### src/rtl/fsm_seq_ctrl.sv
// Sequencer that resets a 2-bit-output FSM, then plays a stored pattern onto X and logs Y.
// Optional macro FSM_SEQ_CMP_EN adds an expected-log compare (exp_y_in, pass, err_idx).
module fsm_seq_ctrl #(
    parameter int              LEN      = 8,
    parameter int              RST_CYC  = 2,
    parameter logic [LEN-1:0]  PAT_INIT = 'h9E
) (
    input  logic               clk,
    input  logic               reset,
    input  logic               load,
    input  logic [LEN-1:0]     pattern_in,
    input  logic               start,
    input  logic [1:0]         y_in,
`ifdef FSM_SEQ_CMP_EN
    input  logic [2*LEN-1:0]   exp_y_in,
    output logic               pass,
    output logic [5:0]         err_idx,
`endif
    output logic               x_out,
    output logic               fsm_rst,
    output logic               busy,
    output logic               done,
    output logic [2*LEN-1:0]   y_log
);

    typedef enum logic [1:0] {IDLE, INIT, RUN, DONE} state_t;

    localparam int            KW    = (LEN > 1) ? $clog2(LEN) : 1;
    localparam logic [KW-1:0] KLAST = KW'(LEN - 1);
    localparam logic [3:0]    ILAST = 4'(RST_CYC - 1);

    state_t            state, state_n;
    logic [3:0]        icnt, icnt_n;
    logic [KW-1:0]     k, k_n;
    logic [LEN-1:0]    pattern;
    logic [2*LEN-1:0]  y_log_n;
    logic              x_n, frst_n, busy_n, done_n;
    logic              go;

    assign go = (state == IDLE) && start;

    always_ff @(posedge clk or negedge reset) begin
        if (!reset) begin
            state   <= IDLE;
            icnt    <= '0;
            k       <= '0;
            pattern <= PAT_INIT;
            y_log   <= '0;
        end else begin
            state <= state_n;
            icnt  <= icnt_n;
            k     <= k_n;
            y_log <= y_log_n;
            if (state == IDLE && load)
                pattern <= pattern_in;
        end
    end

    always_comb begin
        state_n = state;
        icnt_n  = icnt;
        k_n     = k;
        y_log_n = y_log;
        unique case (state)
            IDLE: begin
                if (start) begin
                    state_n = INIT;
                    icnt_n  = '0;
                    y_log_n = '0;
                end
            end
            INIT: begin
                if (icnt == ILAST) begin
                    state_n = RUN;
                    k_n     = '0;
                end else begin
                    icnt_n = icnt + 4'd1;
                end
            end
            RUN: begin
                y_log_n[{k, 1'b0} +: 2] = y_in;
                if (k == KLAST)
                    state_n = DONE;
                else
                    k_n = k + KW'(1);
            end
            DONE: state_n = IDLE;
            default: state_n = IDLE;
        endcase
    end

    // Outputs are decoded from the next state so they register in step with it
    always_comb begin
        x_n    = 1'b0;
        frst_n = 1'b0;
        busy_n = 1'b0;
        done_n = 1'b0;
        unique case (state_n)
            IDLE: ;
            INIT: begin
                frst_n = 1'b1;
                busy_n = 1'b1;
            end
            RUN: begin
                busy_n = 1'b1;
                x_n    = pattern[k_n];
            end
            DONE: done_n = 1'b1;
            default: ;
        endcase
    end

    always_ff @(posedge clk or negedge reset) begin
        if (!reset) begin
            x_out   <= 1'b0;
            fsm_rst <= 1'b1;
            busy    <= 1'b0;
            done    <= 1'b0;
        end else begin
            x_out   <= x_n;
            fsm_rst <= frst_n;
            busy    <= busy_n;
            done    <= done_n;
        end
    end

`ifdef FSM_SEQ_CMP_EN
    logic [2*LEN-1:0] exp_q;
    logic [5:0]       first_bad;
    logic             last;

    assign last = (state == RUN) && (k == KLAST);

    always_comb begin
        first_bad = 6'd63;
        for (int i = LEN - 1; i >= 0; i--) begin
            if (y_log_n[2*i +: 2] != exp_q[2*i +: 2])
                first_bad = 6'(i);
        end
    end

    always_ff @(posedge clk or negedge reset) begin
        if (!reset) begin
            exp_q   <= '0;
            pass    <= 1'b0;
            err_idx <= 6'd63;
        end else if (go) begin
            exp_q   <= exp_y_in;
            pass    <= 1'b0;
            err_idx <= 6'd63;
        end else if (last) begin
            pass    <= (y_log_n == exp_q);
            err_idx <= first_bad;
        end
    end
`endif

endmodule

### config.mk
export PLATFORM = sky130hd
export DESIGN_NAME = fsm_seq_ctrl
export DESIGN_NICKNAME = d
export VERILOG_FILES = /design/src/rtl/fsm_seq_ctrl.sv
export SDC_FILE = /design/constraint.sdc
export NUM_CORES = 1
export LEC_CHECK = 0
export ABC_AREA = 1
export CELL_PAD_IN_SITES_DETAIL_PLACEMENT = 0
export CELL_PAD_IN_SITES_GLOBAL_PLACEMENT = 1
export CORE_UTILIZATION = 36
export CTS_CLUSTER_DIAMETER = 80
export DETAILED_ROUTE_END_ITERATION = 10
export GPL_TIMING_DRIVEN = 0
export PLACE_DENSITY = 0.77
export SYNTH_ARGS = -nofsm -noshare
export SYNTH_HDL_FRONTEND = slang
export SYNTH_SLANG_ARGS = --single-unit
### constraint.sdc
create_clock -name clk -period 1.98 [get_ports clk]
set_clock_uncertainty 0.1 [all_clocks]
set_input_delay 0.396 -clock clk [delete_from_list [all_inputs] [get_ports clk]]
set_output_delay 0.396 -clock clk [all_outputs]
set_load 0.1 [all_outputs]
# Word-level counts from Yosys, hierarchy flattened
# Index checks and enable logic that the tools add are counted.
dict set report classes {
  eq_ne 10
  shifts 2
  n_reduce_logical 7
  order_cmp 1
  n_mux 19
  addsub 3
}
# op count
set ops {}
lappend ops {{$pmux W16 S2} 1}
lappend ops {{$bwmux W16} 1}
lappend ops {{$mux W16} 1}
lappend ops {{$shift A2 B6 Y16 const A} 1}
lappend ops {{$shiftx A2 B6 Y16} 1}
lappend ops {{$eq A2 B2 Y1 const B} 4}
lappend ops {{$mux W4} 2}
lappend ops {{$pmux W2 S4} 1}
lappend ops {{$pmux W4 S2} 1}
lappend ops {{$mux W2} 3}
lappend ops {{$mux W3} 2}
lappend ops {{$neg A4 Y6} 1}
lappend ops {{$pmux W3 S2} 1}
lappend ops {{$mux W1} 5}
lappend ops {{$add A4 B1 Y4 const B} 1}
lappend ops {{$eq A2 B1 Y1 const B} 2}
lappend ops {{$eq A4 B1 Y1 const B} 1}
lappend ops {{$lt A3 B4 Y1 const B} 1}
lappend ops {{$ne A2 B2 Y1 const B} 2}
lappend ops {{$reduce_bool A2 Y1} 2}
lappend ops {{$add A3 B1 Y3 const B} 1}
lappend ops {{$bmux W1 S3} 1}
lappend ops {{$eq A3 B3 Y1 const B} 1}
lappend ops {{$reduce_and A3 Y1} 1}
lappend ops {{other kinds (4)} 4}
dict set report totals {
  input_bits 14
  output_inout_bits 20
  ff_bits 37
  wordCells 51
}

# Longest topological paths before layout
# Gate-level depths: netlist (run 1).
dict set report logic_depth {
  word_depth 6
  mapped_depth 14
  ltp_nobuf 13
}

# Least setup slack after synthesis (run 1)
# No wires, ideal clock.
dict set report synth_timing {
  kind {flip-flop to flip-flop}
  from {register k[0]}
  to {register y_log[8]}
  setup_ps 120
  period_less_slack_ps 1979
  arrival_ps 1759
  path_slack_ps 1
  path_stages_with_launch 10
  path_buffers 0
  required_time_ps 1760
  path_cell_list {dfrtp_1 > inv_2 > ha_1 > ha_1 > inv_1 > nor2_2 > nand2_2 > a21oi_2 > o21ai_1 > o21a_1}
}
dict set report synth_between {
  elab_chain_len 4
  word_cells_on_any_way 5
  cone_classes {add/sub (1); shift (2); mux (2)}
}
# item line_no
set synth_rtl {}
lappend synth_rtl {{from (decl)} 34} ;# logic [KW-1:0] k, k_n;
lappend synth_rtl {{from (signal assigned)} 52} ;# k <= k_n;
lappend synth_rtl {{$neg A4 Y6 (*)} 81} ;# y_log_n[{k, 1'b0} +: 2] = y_in;
lappend synth_rtl {{$shiftx A2 B6 Y16 or $shift A2 B6 Y16 (tied branches)} 81}
lappend synth_rtl {{$bwmux W16 (*)} 81}
lappend synth_rtl {{$pmux W16 S2 (*)} 64} ;# unique case (state)
lappend synth_rtl {{to (signal assigned)} 53} ;# y_log <= y_log_n;
lappend synth_rtl {{to (decl)} 23} ;# output logic [2*LEN-1:0] y_log
# Mark *: on every way between the ends. The rest lies on a longest branch, timed or not.
# A chain may end at the register's enable or synchronous reset.

# Final worst setup path (run 1)
dict set report layout_timing {
  from {register busy}
  to {output port busy}
}
# item line_no
set layout_rtl {}
lappend layout_rtl {{from (decl)} 21} ;# output logic busy,
lappend layout_rtl {{from (signal assigned)} 122} ;# busy <= busy_n;
# No word-level cell between the ends.

==> metrics, run 1 <==
# port buffers=33; total track usage=around 16%; dpl ws=-305 ps; clk root buf=clkbuf_8; total grt overflow=0; FILL cells=between 500 and 600; Peak supply drop=approximately 0.00078 V; largest family of logic cells by synthesized area=simple AND/OR/NAND/NOR gates; htree depth=2; HPWL after DPL=between 2 and 3 mm; Final Hold Fails=0; outcome=complete, no violations; share of cells above drive strength 1=26.1%; Residual DRC=0; initial antenna violation count=0; vias in the first global route=1,669; # IOs=34; area share of fa/ha/maj cells after synthesis=9.22%; WL/cell=roughly 12 µm; net count reported at finish=308; crit start category=flip-flop; CP endpoint kind=output port; Hold WC Path Type=in -> async; crit path cell chain=clkdlybuf4s15_1; RSZ-0062 raised after global routing=false; fin crit period=1930 ps; slowest stage delay, CP=slightly above 800 ps; ANT cells=0; DRT Wirelength=a little over 4 mm; routed vias/inst=4.67; Num CTS Buffers=5; Critical Path RT=1480 ps; Worst-Skew Late Latency=about 280 ps; largest net degree at the start of global routing=38; max-slew violation count=0; Slew Limit Headroom=between 30% and 40%; via count=approximately 1,600; antenna viol nets, final=0; RD Place Congestion=0.808; clock sink count=37; starting density of the core=between 30% and 40%; dominant cells by area after synthesis=dfrtp_1 38%, ha_1 9.2%, dfstp_2 7.7%, inv_1 6.5%, nand2_1 6.5%; multi-input logic area=978 µm²; clock buffer depth=2; simple logic cell fraction of the synthesized area=approximately 22%; Cell variety after synth=31; max_cap viols=0; worst slew pin tran=between 900 and 1000 ps; top cell type's share of synthesized area=38.1%; FF+latch count, synth=37; area leader, netlist=dfrtp_1; first-pass GRT wire length=around 7.4 mm; syn avg cell area=between 8 and 9 µm²; clock transition at the registers of the reported paths=around 70 ps; First-pass DRT Iterations=4; Layout area overhead=25.8%; crit path max fanout=1; CP Data Arrival Time=1440 ps; Synth warnings=0; Die X=approximately 77 µm; CTS tree=built; Max Freq=between 0.5 and 0.6 GHz; DIE HEIGHT=approximately 77 µm; Slowest-stage cell, CP=clkdlybuf4s15_1; Critical path buffers and inverters=1; mux contribution to synthesized area=between 1 and 1.5%; Synth Area in Compound Gates=12.3%; WS Path Type=reg -> out; most common cell after layout, fill and taps aside=nand2_1; die area=5960 µm²; initial DRC count=56; setup TNS=0 ps; Pwr per Cell Area=approximately 1500 nW/µm²; hold_buf cts=0; leakage power=0.00120 µW; post-synthesis sequential area ratio=a little under half; synthesized instance count=roughly 230; Worst path top cell family by delay=buffers and inverters; Reg area=about 940 µm²; period utilization=97.6%; row count=27; final setup violation count=0; syn_nets=roughly 260; final core occ=a little under half; most frequent cells in the layout=35 x nand2_1, 32 x inv_1, 29 x dfrtp_1, 19 x nand3_1, 15 x clkbuf_2; synthesized area=around 2000 µm²; core area=approximately 5500 µm²; Post-Synth XOR/XNOR Area=less than 1%; setup ws final=around 47 ps
-- metrics by stage --
step	cell area (µm²)	instances	total power, µW	hold slack, ps
after floorplan	2040	233	2670	0.409
after global placement	2460	338	3080	367
after detailed placement	2450	338	3100	369
after CTS	2570	349	3660	120
after global routing	2560	352	4050	171
final	2560	352	3730	89.1
-- metal layers --
layer / vias to the layer above / share of wire, % / track usage [%]
li1: 845 / - / -
met1: 766 / 46 / 19.3
met2: 30 / 49 / 26.5
met3: 4 / 4.1 / 4.29
met4: 0 / 0.97 / 5.66
met5: - / 0 / 0
-- Yosys cell counts, drive strengths merged --
| cell type | count |
|---|---|
| dfstp | 6 |
| a21oi | 16 |
| xnor2 | 2 |
| o21ai | 13 |
| nand3b | 1 |
| ha | 15 |
| clkbuf | 1 |
| o21a | 1 |
| buf | 3 |
| o31ai | 3 |
| nor2 | 18 |
| mux2 | 2 |
| o22ai | 9 |
| nand4 | 1 |
| inv | 39 |
| dfrtp | 31 |
| nor3 | 8 |
| nand3 | 20 |
| nand2 | 44 |
-- flip-flops by register name (all words and copies together) (netlist names) --
register	flops
x_out	1
fsm_rst	1
state	2
k	3
busy	1
icnt	4
pattern	8
done	1
y_log	16
-- layout make-up --
class	count	share of cell area [%]
multi-input combinational	153	38.2
sequential	37	36.5
timing repair buffer	39	11.7
inverter	39	5.86
tap	72	3.52
clock buffer	8	3.13
buffer	4	1.07
-- report_power, final --
group          leakage (µW)  internal (µW)  switching [µW]
logic              0.000690            677            1460
registers          0.000474            998            97.5
clock network     0.0000395            250             252
-- repair_timing --
action                     CTS  global route
setup endpoints to repair   38            30
resized for setup           47            26
pin swaps                    1             1
hold endpoints to repair     0             0
setup buffers                3             3
-- logic make-up after synthesis --
group                    after synthesis
XOR/XNOR                               2
flip-flops                            37
AO/OA/AOI/OAI                         42
multiplexers                           2
adder cells (fa/ha/maj)               15
buffers and inverters                 43
AND/OR/NAND/NOR                       92
-- final timing paths --
check / startpoint / end / slack, ps / cells past startpoint
max: busy / busy / 50 / 1
min: reset / y_log[10] / 90 / 1
max reg2reg: k[0] / y_log[8] / 100 / 9
min reg2reg: pattern[4] / pattern[4] / 380 / 2
max in group asynchronous: reset / k[1] / 1130 / 1
min in group clk: pattern[4] / pattern[4] / 380 / 2
Power figures use the tool's default switching activity.
==> run 2: changes to the inputs <==
TNS_END_PERCENT = 100   (was not set)
==> results of run 2 <==
Same layout as run 1: the final DEF is identical, and so are final timing and power.
